==> config.mk <==
export PLATFORM = sky130hd
export DESIGN_NAME = alu_fuzz_engine
export DESIGN_NICKNAME = d
export VERILOG_FILES = /design/src/rtl/fuzz_pkg.sv /design/src/rtl/fuzz_mutant_fifo.sv /design/src/rtl/alu_fuzz_engine.sv
export SDC_FILE = /design/constraint.sdc
export NUM_CORES = 2
export LEC_CHECK = 0
export ABC_AREA = 1
export BUFFER_PORTS_ARGS = -buffer_cell sky130_fd_sc_hd__clkbuf_2
export CAP_MARGIN = 15
export CORE_MARGIN = 2
export CORE_UTILIZATION = 33
export CTS_CLUSTER_DIAMETER = 80
export DETAILED_ROUTE_END_ITERATION = 6
export PLACE_DENSITY = 0.62
export SYNTH_ARGS = -nofsm -noshare
export SYNTH_HDL_FRONTEND = slang
export SYNTH_SLANG_ARGS = --single-unit
==> constraint.sdc <==
create_clock -name clk -period 4.5 [get_ports clk]
set_input_delay 1.35 -clock clk [delete_from_list [all_inputs] [get_ports clk]]
set_output_delay 1.35 -clock clk [all_outputs]
set_load 0.01 [all_outputs]
==> src/rtl/fuzz_pkg.sv <==
// rtl/fuzz_pkg.sv - shared types and constants for the ALU mutation fuzz engine
package fuzz_pkg;

    typedef enum logic [2:0] {
        IDLE,
        CAPTURE,
        ISOLATE,
        MUTATE,
        APPLY,
        REPORT,
        RECONNECT
    } fuzz_state_e;

    typedef enum logic [1:0] {
        MODE_XOR,
        MODE_ROT,
        MODE_BITFLIP,
        MODE_OPINV
    } mut_mode_e;

    localparam logic [7:0] MUT_XOR_CONST = 8'hA5;

    localparam int MUT_DATA_W = 32;
    localparam int MUT_OP_W   = 4;

    // Field order matches the {a, b, op} packing held in the mutant FIFO.
    typedef struct packed {
        logic [MUT_DATA_W-1:0] a;
        logic [MUT_DATA_W-1:0] b;
        logic [MUT_OP_W-1:0]   op;
    } mutant_t;

endpackage

==> src/rtl/fuzz_mutant_fifo.sv <==
// rtl/fuzz_mutant_fifo.sv - synchronous mutant FIFO with flush, full/empty from a wrap bit
module fuzz_mutant_fifo #(
    parameter int WIDTH = 68,
    parameter int DEPTH = 16
) (
    input  logic             clk,
    input  logic             rst,
    input  logic             push,
    input  logic [WIDTH-1:0] wdata,
    input  logic             pop,
    output logic [WIDTH-1:0] rdata,
    input  logic             flush,
    output logic             full,
    output logic             empty
);

    localparam int AW = $clog2(DEPTH);

    logic [WIDTH-1:0] mem [DEPTH];
    logic [AW:0]      wptr;
    logic [AW:0]      rptr;

    always_ff @(posedge clk) begin
        if (push && !full) begin
            mem[wptr[AW-1:0]] <= wdata;
        end
    end

    always_ff @(posedge clk) begin
        if (rst || flush) begin
            wptr <= '0;
            rptr <= '0;
        end else begin
            if (push && !full) begin
                wptr <= wptr + (AW+1)'(1);
            end
            if (pop && !empty) begin
                rptr <= rptr + (AW+1)'(1);
            end
        end
    end

    assign empty = (wptr == rptr);
    assign full  = (wptr[AW] != rptr[AW]) && (wptr[AW-1:0] == rptr[AW-1:0]);
    assign rdata = mem[rptr[AW-1:0]];

endmodule

==> src/rtl/alu_fuzz_engine.sv <==
// rtl/alu_fuzz_engine.sv - seed capture, mutant generation and replay against an isolated ALU
// Optional LFSR-driven mode-3 mutation is enabled by defining FUZZ_LFSR_MUTATION_EN.
module alu_fuzz_engine
    import fuzz_pkg::*;
#(
    parameter int DATA_W  = 32,
    parameter int OP_W    = 4,
    parameter int DEPTH   = 16,
    parameter int NUM_MUT = 8,
    parameter int TIMEOUT = 100
`ifdef FUZZ_LFSR_MUTATION_EN
    ,
    parameter logic [31:0] LFSR_SEED = 32'h1D872B41
`endif
) (
    input  logic              clk,
    input  logic              rst,
    input  logic              enable,
    input  logic              mon_valid,
    input  logic [DATA_W-1:0] mon_a,
    input  logic [DATA_W-1:0] mon_b,
    input  logic [OP_W-1:0]   mon_op,
    output logic              isolate,
    output logic              dut_req_valid,
    output logic [DATA_W-1:0] dut_a,
    output logic [DATA_W-1:0] dut_b,
    output logic [OP_W-1:0]   dut_op,
    input  logic              dut_rsp_valid,
    input  logic              dut_rsp_err,
    input  logic [DATA_W-1:0] dut_result,
    input  logic              dut_carry,
    output logic              rpt_valid,
    input  logic              rpt_ready,
    output logic [DATA_W:0]   rpt_data,
    output logic              crash_detected,
    output logic              hang_detected,
    output logic              ack
);

    localparam int FW = 2*DATA_W + OP_W;
    localparam int KW = $clog2(NUM_MUT + 1) + 1;
    localparam int TW = $clog2(TIMEOUT + 1);

    function automatic logic [DATA_W-1:0] xor_pattern();
        logic [DATA_W-1:0] p;
        for (int i = 0; i < DATA_W; i++) begin
            p[i] = MUT_XOR_CONST[i % 8];
        end
        return p;
    endfunction

    localparam logic [DATA_W-1:0] XOR_PAT = xor_pattern();

    fuzz_state_e       state;
    logic [DATA_W-1:0] seed_a;
    logic [DATA_W-1:0] seed_b;
    logic [OP_W-1:0]   seed_op;
    logic [KW-1:0]     mut_k;
    logic [TW-1:0]     timer;

    logic [DATA_W-1:0] mut_a;
    logic [DATA_W-1:0] mut_b;
    logic [OP_W-1:0]   mut_op;
    logic [DATA_W-1:0] flip_mask;

    logic              fifo_push;
    logic              fifo_pop;
    logic              fifo_flush;
    logic              fifo_full;
    logic              fifo_empty;
    logic [FW-1:0]     fifo_rdata;

`ifdef FUZZ_LFSR_MUTATION_EN
    function automatic logic [DATA_W-1:0] fit32(input logic [31:0] x);
        logic [DATA_W-1:0] r;
        for (int i = 0; i < DATA_W; i++) begin
            r[i] = x[i % 32];
        end
        return r;
    endfunction

    logic [31:0]       lfsr;
    logic [DATA_W-1:0] lfsr_a;
    logic [DATA_W-1:0] lfsr_b;

    // Galois form of x^32 + x^22 + x^2 + x + 1, advanced once per pushed mutant.
    always_ff @(posedge clk) begin
        if (rst) begin
            lfsr <= LFSR_SEED;
        end else if (fifo_push) begin
            lfsr <= {1'b0, lfsr[31:1]} ^ (lfsr[0] ? 32'h8020_0003 : 32'h0);
        end
    end

    assign lfsr_a = fit32(lfsr);
    assign lfsr_b = fit32({lfsr[15:0], lfsr[31:16]});
`endif

    always_comb begin
        flip_mask = '0;
        for (int i = 0; i < DATA_W; i++) begin
            flip_mask[i] = (i == (int'(mut_k) % DATA_W));
        end
    end

    always_comb begin
        mut_a  = seed_a;
        mut_b  = seed_b;
        mut_op = seed_op;
        case (mut_mode_e'(mut_k[1:0]))
            MODE_XOR: begin
                mut_a = seed_a ^ XOR_PAT;
                mut_b = ~seed_b;
            end
            MODE_ROT: begin
                mut_a = {seed_a[DATA_W-2:0], seed_a[DATA_W-1]};
                mut_b = {seed_b[0], seed_b[DATA_W-1:1]};
            end
            MODE_BITFLIP: begin
                mut_a = seed_a ^ flip_mask;
            end
            MODE_OPINV: begin
`ifdef FUZZ_LFSR_MUTATION_EN
                mut_a = seed_a ^ lfsr_a;
                mut_b = seed_b ^ lfsr_b;
`else
                mut_op = ~seed_op;
`endif
            end
            default: begin
            end
        endcase
    end

    // A full FIFO ends MUTATE instead of stalling; remaining mutants are dropped.
    assign fifo_push  = (state == MUTATE) && (mut_k < KW'(NUM_MUT)) && !fifo_full;
    assign fifo_pop   = (state == APPLY) && !dut_req_valid && !fifo_empty;
    assign fifo_flush = (state == APPLY) && dut_req_valid && !dut_rsp_valid
                        && (timer == TW'(TIMEOUT - 1));

    fuzz_mutant_fifo #(
        .WIDTH (FW),
        .DEPTH (DEPTH)
    ) u_fifo (
        .clk   (clk),
        .rst   (rst),
        .push  (fifo_push),
        .wdata ({mut_a, mut_b, mut_op}),
        .pop   (fifo_pop),
        .rdata (fifo_rdata),
        .flush (fifo_flush),
        .full  (fifo_full),
        .empty (fifo_empty)
    );

    always_ff @(posedge clk) begin
        if (rst) begin
            state          <= IDLE;
            seed_a         <= '0;
            seed_b         <= '0;
            seed_op        <= '0;
            mut_k          <= '0;
            timer          <= '0;
            isolate        <= 1'b0;
            dut_req_valid  <= 1'b0;
            dut_a          <= '0;
            dut_b          <= '0;
            dut_op         <= '0;
            rpt_valid      <= 1'b0;
            rpt_data       <= '0;
            crash_detected <= 1'b0;
            hang_detected  <= 1'b0;
            ack            <= 1'b0;
        end else begin
            ack <= 1'b0;
            case (state)
                IDLE: begin
                    if (enable) begin
                        crash_detected <= 1'b0;
                        hang_detected  <= 1'b0;
                        state          <= CAPTURE;
                    end
                end
                CAPTURE: begin
                    if (mon_valid) begin
                        seed_a  <= mon_a;
                        seed_b  <= mon_b;
                        seed_op <= mon_op;
                        mut_k   <= '0;
                        isolate <= 1'b1;
                        state   <= ISOLATE;
                    end
                end
                ISOLATE: begin
                    state <= MUTATE;
                end
                MUTATE: begin
                    if (fifo_push) begin
                        mut_k <= mut_k + KW'(1);
                    end else begin
                        state <= APPLY;
                    end
                end
                APPLY: begin
                    if (!dut_req_valid) begin
                        if (!fifo_empty) begin
                            {dut_a, dut_b, dut_op} <= fifo_rdata;
                            dut_req_valid          <= 1'b1;
                            timer                  <= '0;
                        end else begin
                            state <= RECONNECT;
                        end
                    end else if (dut_rsp_valid) begin
                        // Checked before the timeout so a last-cycle response is not a hang.
                        dut_req_valid <= 1'b0;
                        rpt_valid     <= 1'b1;
                        rpt_data      <= {dut_carry, dut_result};
                        if (dut_rsp_err) begin
                            crash_detected <= 1'b1;
                        end
                        state <= REPORT;
                    end else if (fifo_flush) begin
                        hang_detected <= 1'b1;
                        dut_req_valid <= 1'b0;
                        state         <= RECONNECT;
                    end else begin
                        timer <= timer + TW'(1);
                    end
                end
                REPORT: begin
                    if (rpt_ready) begin
                        rpt_valid <= 1'b0;
                        state     <= fifo_empty ? RECONNECT : APPLY;
                    end
                end
                RECONNECT: begin
                    isolate <= 1'b0;
                    ack     <= 1'b1;
                    state   <= IDLE;
                end
                default: begin
                    state <= IDLE;
                end
            endcase
        end
    end

endmodule

[After elaboration in Yosys (flattened, before gate mapping)]
Memory sizes are Yosys's and may differ from the RTL's. A register that Yosys moved wholly into a read port is not among the register bits.
Cells that the tools add are included.
Storage, ports and cells
  input port bits: 108
  RAM bits: 1088
  register bits after elaboration: 132
  memories: 1
  logic and storage cells: 160
Operators by class
  reduce and logical (&&, ||, !) cells: 32
  magnitude comparators: 1
  $add $sub $neg: 4
  bitwise logic cells: 6
  mux-type cells: 42
  equality and inequality tests: 59
Memory list
  u_fifo.mem: depth 16, bits a word 68, read ports 1, clocked after Yosys merged registers in 1, wr ports 1, RTL line fuzz_mutant_fifo.sv:19  | logic [WIDTH-1:0] mem [DEPTH];
Operators with widths (number)
  one-hot mux 32 bit (3 select lines): 1
  == test 5 bit (first input constant): 16
  one-hot mux 32 bit (2 select lines): 1
  == test 4 x 5 -> 1 bit (first input constant): 8
  logical NOT 32 bit: 1
  inverter 32 bit: 1
  XOR 32 bit: 1
  2-to-1 mux 7 bit: 4
  2-to-1 mux 3 bit: 8
  inequality test 2 bit (second input constant): 11
  == test 3 x 5 -> 1 bit (first input constant): 4
  2-to-1 mux 1 bit: 18
  one-hot mux 3 bit (6 select lines): 1
  inverter 16 bit: 1
  adder 5 x 1 -> 5 bit (second input constant): 3
  == test 2 x 5 -> 1 bit (first input constant): 2
  logical AND 1 bit: 10
  2-to-1 mux 5 bit: 2
  one-hot mux 5 bit (2 select lines): 1
  AND reduction 5 bit: 2
  == test 3 bit (second input constant): 3
  AND reduction 3 bit: 3
  one-hot mux 1 bit (2 select lines): 4
  AND reduction 4 bit: 2
  other kinds (25): 36

[Depth between registers and ports, before layout]
  depth after elaboration: 8
  gate-level depth with buffers: 14
  mapped depth without buffers: 11

[By module]
A second synthesis with hierarchy kept.
Second synthesis, totals
  cells, all modules: 4802
  area, all modules: 53657.7 um2
By module, submodules not included
  fuzz_mutant_fifo: seq. area each 32951.6 um2, times used 1, cells an instance 3558, area each 44985.6 um2
  alu_fuzz_engine: seq. area each 3803.6 um2, times used 1, cells an instance 1244, area each 8672.1 um2

[Worst setup path after synthesis]
Ideal clock, no wire load.
  path type: flip-flop to flip-flop
  start: reg state[2]
  end: mem u_fifo.mem[11][0] (enable)
  setup time: 494 ps
  stages on the path, launching flop included: 10
  required time: 4006 ps
  arrival: 3976 ps
  setup slack: 30 ps
  period minus slack after synthesis: 4470 ps
  cells stage by stage: dfxtp_1 inv_2 nand2_1 inv_1 nand2_1 nor3_1 nand2_2 inv_2 nand3_1 nor2_1
Between the ends
  longest elaborated chain between the ends: 6
Ends and longest elaborated chain
  from (decl): RTL line alu_fuzz_engine.sv:54  | fuzz_state_e state;
  from (signal assigned): RTL line alu_fuzz_engine.sv:233  | state <= fifo_empty ? RECONNECT : APPLY;
  == test 3 x 2 -> 1 bit: RTL line alu_fuzz_engine.sv:136  | assign fifo_push = (state == MUTATE) && (mut_k < KW'(NUM_MUT)) && !fifo_full;
  logical AND 1 bit (2 in series): RTL line alu_fuzz_engine.sv:136
  logical AND 1 bit: RTL line fuzz_mutant_fifo.sv:24  | if (push && !full) begin
  2-to-1 mux 1 bit: RTL line fuzz_mutant_fifo.sv:24
  2-to-1 mux 1 bit (implied by the code): RTL line fuzz_mutant_fifo.sv:25  | mem[wptr[AW-1:0]] <= wdata;
  to (decl): RTL line fuzz_mutant_fifo.sv:19
No other way between the ends.

[Worst setup path in the final report]
  start: reg u_fifo.rptr[0]
  end: reg dut_a[29]
Between the ends
  longest elaborated chain between the ends: 3
Ends and longest elaborated chain
  from (decl): RTL line fuzz_mutant_fifo.sv:21  | logic [AW:0] rptr;
  from (signal assigned): RTL line fuzz_mutant_fifo.sv:38  | rptr <= rptr + (AW+1)'(1);
  == test 5 bit: RTL line fuzz_mutant_fifo.sv:43  | assign empty = (wptr == rptr);
  inverter 1 bit (no source line)
  AND reduction 3 bit (no source line)
  to (signal assigned): RTL line alu_fuzz_engine.sv:207  | {dut_a, dut_b, dut_op} <= fifo_rdata;
  to (decl): RTL line alu_fuzz_engine.sv:25  | output logic [DATA_W-1:0] dut_a,
Parallel ways exist; a longest one is shown, timed or not.
A chain may end at the register's enable or synchronous reset.

==> impl_metrics.csv <==
group,metric,value,unit
sta,timing.hold.ws,0.447,ns
place,placed_area,55400,um^2
critical_path,worstPathArrival,3.75,ns
detailed_routing,wire_per_inst,21.2,um
clock_network,htreeDepth,4,
synth,synth_cell_types,40,
status,status,"completed",
floorplanning,die-area,160000,um^2
synth,synth_edf_count,1088,
clock_network,clock-sinks,1288,
critical_path,crit_chain,"buf_4 -> buf_4 -> o21ai_0 -> o22ai_1 -> nand2_1 -> nand2_1 -> nor2_1 -> nand2_1 -> nand2_1 -> inv_1",
power,p_leak,20.7,nW
synth,avgSynthCellArea,11.3,um^2
sta,finalSetupViolCount,0,
layout,area_growth_syn_to_layout,15.7,%
critical_path,crit_path_end_kind,"flip-flop",
layout,instances_no_fill,6930,
sta,max_slew_margin,0.204,
detailed_routing,dr.first_iter.drc_count,4063,
floorplanning,die_w,400,um
critical_path,cp_max_fo,108,
power,p_per_area,500,nW/um^2
sta,slew_viol_final,0,
global_routing,grt.total_usage,0.180,
place,port-buffer-count,214,
detailed_routing,vias,35900,
critical_path,cp_common_cell,"nand2_1",
floorplanning,fp.dieH,400,um
run,maxCapViolations,0,
global_routing,grt_overflow,0,
floorplanning,num_io_pins,215,
power,intPower,21.8,mW
clock_network,cts_resized,0,
detailed_routing,drc,0,
floorplanning,rows,145,
power,p_sw,8.15,mW
sta,finalHoldViolCount,0,
global_routing,grt_pass1_wl,216,mm
detailed_routing,drt.antenna.violating_nets,0,
detailed_routing,drtPass1Iterations,5,
clock_network,clock_path_buffers,3,
critical_path,cp.required,5.20,ns
clock_network,cts_setup_buffers,0,
sta,finalSetupTns,0,ns
clock_network,clk_pin_slew,0.06,ns
place,dp.cells,6667,
layout,fin_area,59900,um^2
clock_network,cts_hold_buf,0,
synth,yosys.cell_count.top_type,"edfxtp_1",
clock_network,clock_latency,0.76,ns
detailed_routing,vias_per_cell,5.18,
clock_network,cts_tree,"done",
synth,synth_top_area_cell,"edfxtp_1",
synth,ys_seq_elements,1288,
power,p_clk_frac,0.368,
power,pwr-share-seq,0.491,
synth,syn_nets,4699,
global_routing,grt_pass1_vias,33900,
synth,synth_top_area_frac,0.631,
global_routing,antenna_found_initial,12,
floorplanning,start_util,0.332,
clock_network,numCtsBuffers,136,
critical_path,crit_path_top_delay_cell,"buf_4",
synth,syn-instance-count,4579,
synth,ys_warn_count,0,
critical_path,critPathKind,"flip-flop to flip-flop",
synth,syn_area,51800,um^2
sta,tightest_slew,1.19,ns
global_routing,grt_max_degree,221,
layout,post-route-util,0.384,
synth,synthFlopType,"edfxtp_1",
sta,min_period_over_period,0.679,
power,ir_worst_vdd,301,uV
critical_path,slowest_delay,0.98,ns
sta,rsz0062_at_grt,"no",
sta,fmax,0.327,GHz
place,place.gp.congestion,0.801,
floorplanning,core-area,156000,um^2
layout,fin_nets,4878,
layout,drive_gt1_frac,0.123,
synth,synth_top_cells_by_count,"edfxtp_1 (1088), nor2_1 (1010), o21ai_0 (583)",
detailed_routing,postRouteWirelength,147,mm
critical_path,startpoint_type,"flip-flop",
worst_hold_path,hold_path.class,"flip-flop to flip-flop",
power,combPwrFrac,0.140,
sta,period_minus_slack,3.05,ns
synth,ys_seq_area_frac,0.708,
synth,synthTopCellsByArea,"edfxtp_1 (63%), dfxtp_1 (7.7%), nor2_1 (7.3%)",
clock_network,cts_root_buf,"clkbuf_16",
sta,fin_skew,0.0358,ns
power,switching_share,0.272,
synth,async_reset_ff_frac,0,
place,place_hpwl,80.0,mm
area by class of cell:
cell class                 count  area [um^2]
fill                       14900        96100
sequential                  1288        36700
multi-input combinational   2813        13300
clock buffer                 181         3770
tap                         2058         2570
timing repair buffer         342         2280
inverter                     177          681
clock inverter                69          631
antenna                        2         5.00
cell families (layout without fill, tap and decap cells):
kind of cell	Yosys count	count (layout)	share of synthesized area
other	0	2	0
buffers and inverters	478	769	0.0384
DFF	1288	1288	0.708
adders and majority gates	12	12	0.00290
xor gates and xnor gates	15	15	0.00254
AOI/OAI and AO/OA	1203	1203	0.130
and+or+nand+nor	1583	1583	0.118
final timing paths:
kind / cells after the start / end / slack (ns) / start
setup / recovery: 10 / dut_a[29] / 1.45 / u_fifo.rptr[0]
hold / removal: 2 / rpt_data[24] / 0.45 / rpt_data[24]
setup reg to reg: 10 / dut_a[29] / 1.45 / u_fifo.rptr[0]
hold reg to reg: 2 / rpt_data[24] / 0.45 / rpt_data[24]
flip-flops by register name, indices dropped and copies added, names as in the netlist:
name / flops
state: 3
dut_op: 4
u_fifo.mem: 1088
dut_a: 32
u_fifo.rptr: 5
seed_b: 32
crash_detected: 1
isolate: 1
mut_k: 5
rpt_valid: 1
hang_detected: 1
ack: 1
seed_a: 32
dut_b: 32
dut_req_valid: 1
u_fifo.wptr: 5
rpt_data: 33
timer: 7
seed_op: 4
per-stage QoR:
stage               total power, mW  worst slack [ns]
global placement               19.0              1.42
detailed placement             19.1              1.40
CTS                            30.1              1.42
finish                         30.0              1.45
global route                   31.1              1.16
floorplan                      17.3            0.0297
layer usage:
metal	wire length [um]	global-route usage
met3	13000	0.0377
met1	62800	0.249
met5	13	0
met4	4570	0.0666
met2	66300	0.279
critical path, delay by kind of cell, from the launching register on:
kind,cells,cell delay (ns)
buffers and inverters,3,1.61
AO/OA/AOI/OAI,2,0.43
AND/OR/NAND/NOR,5,0.51
flip-flops,1,0.40
cell usage in the layout, fill, tap and decap left out, types with 3 or more instances in the layout:
master,n
dfxtp_4,3
xor2_1,12
clkinv_2,27
a21oi_1,94
nor3_1,4
buf_12,19
clkinvlp_4,4
clkbuf_16,142
clkinv_8,5
nor2_4,19
edfxtp_1,1088
nand3_1,63
clkbuf_1,32
o211ai_1,173
bufinv_16,6
o22ai_1,150
clkbuf_8,8
buf_4,109
a31oi_1,4
nor2_1,993
o21ai_1,183
clkinv_1,26
a22oi_1,6
o21ai_0,576
inv_16,4
xnor2_1,3
dfxtp_1,197
o21ai_2,3
nor2_2,21
inv_1,162
o311ai_0,3
clkbuf_2,213
nand4_1,3
inv_2,5
nor3b_1,3
a211oi_1,3
ha_1,11
nand2_1,472
power by group through the flow:
stage / sequential (mW) / clock (mW) / combinational, mW
global placement: 15.0 / 0 / 4.02
CTS: 14.7 / 11.2 / 4.12
floorplan: 14.9 / 0 / 2.34
detailed placement: 15.0 / 0 / 4.11
global route: 14.8 / 11.7 / 4.63
finish: 14.7 / 11.0 / 4.21
No activity file was read; power rests on OpenSTA's default activity.
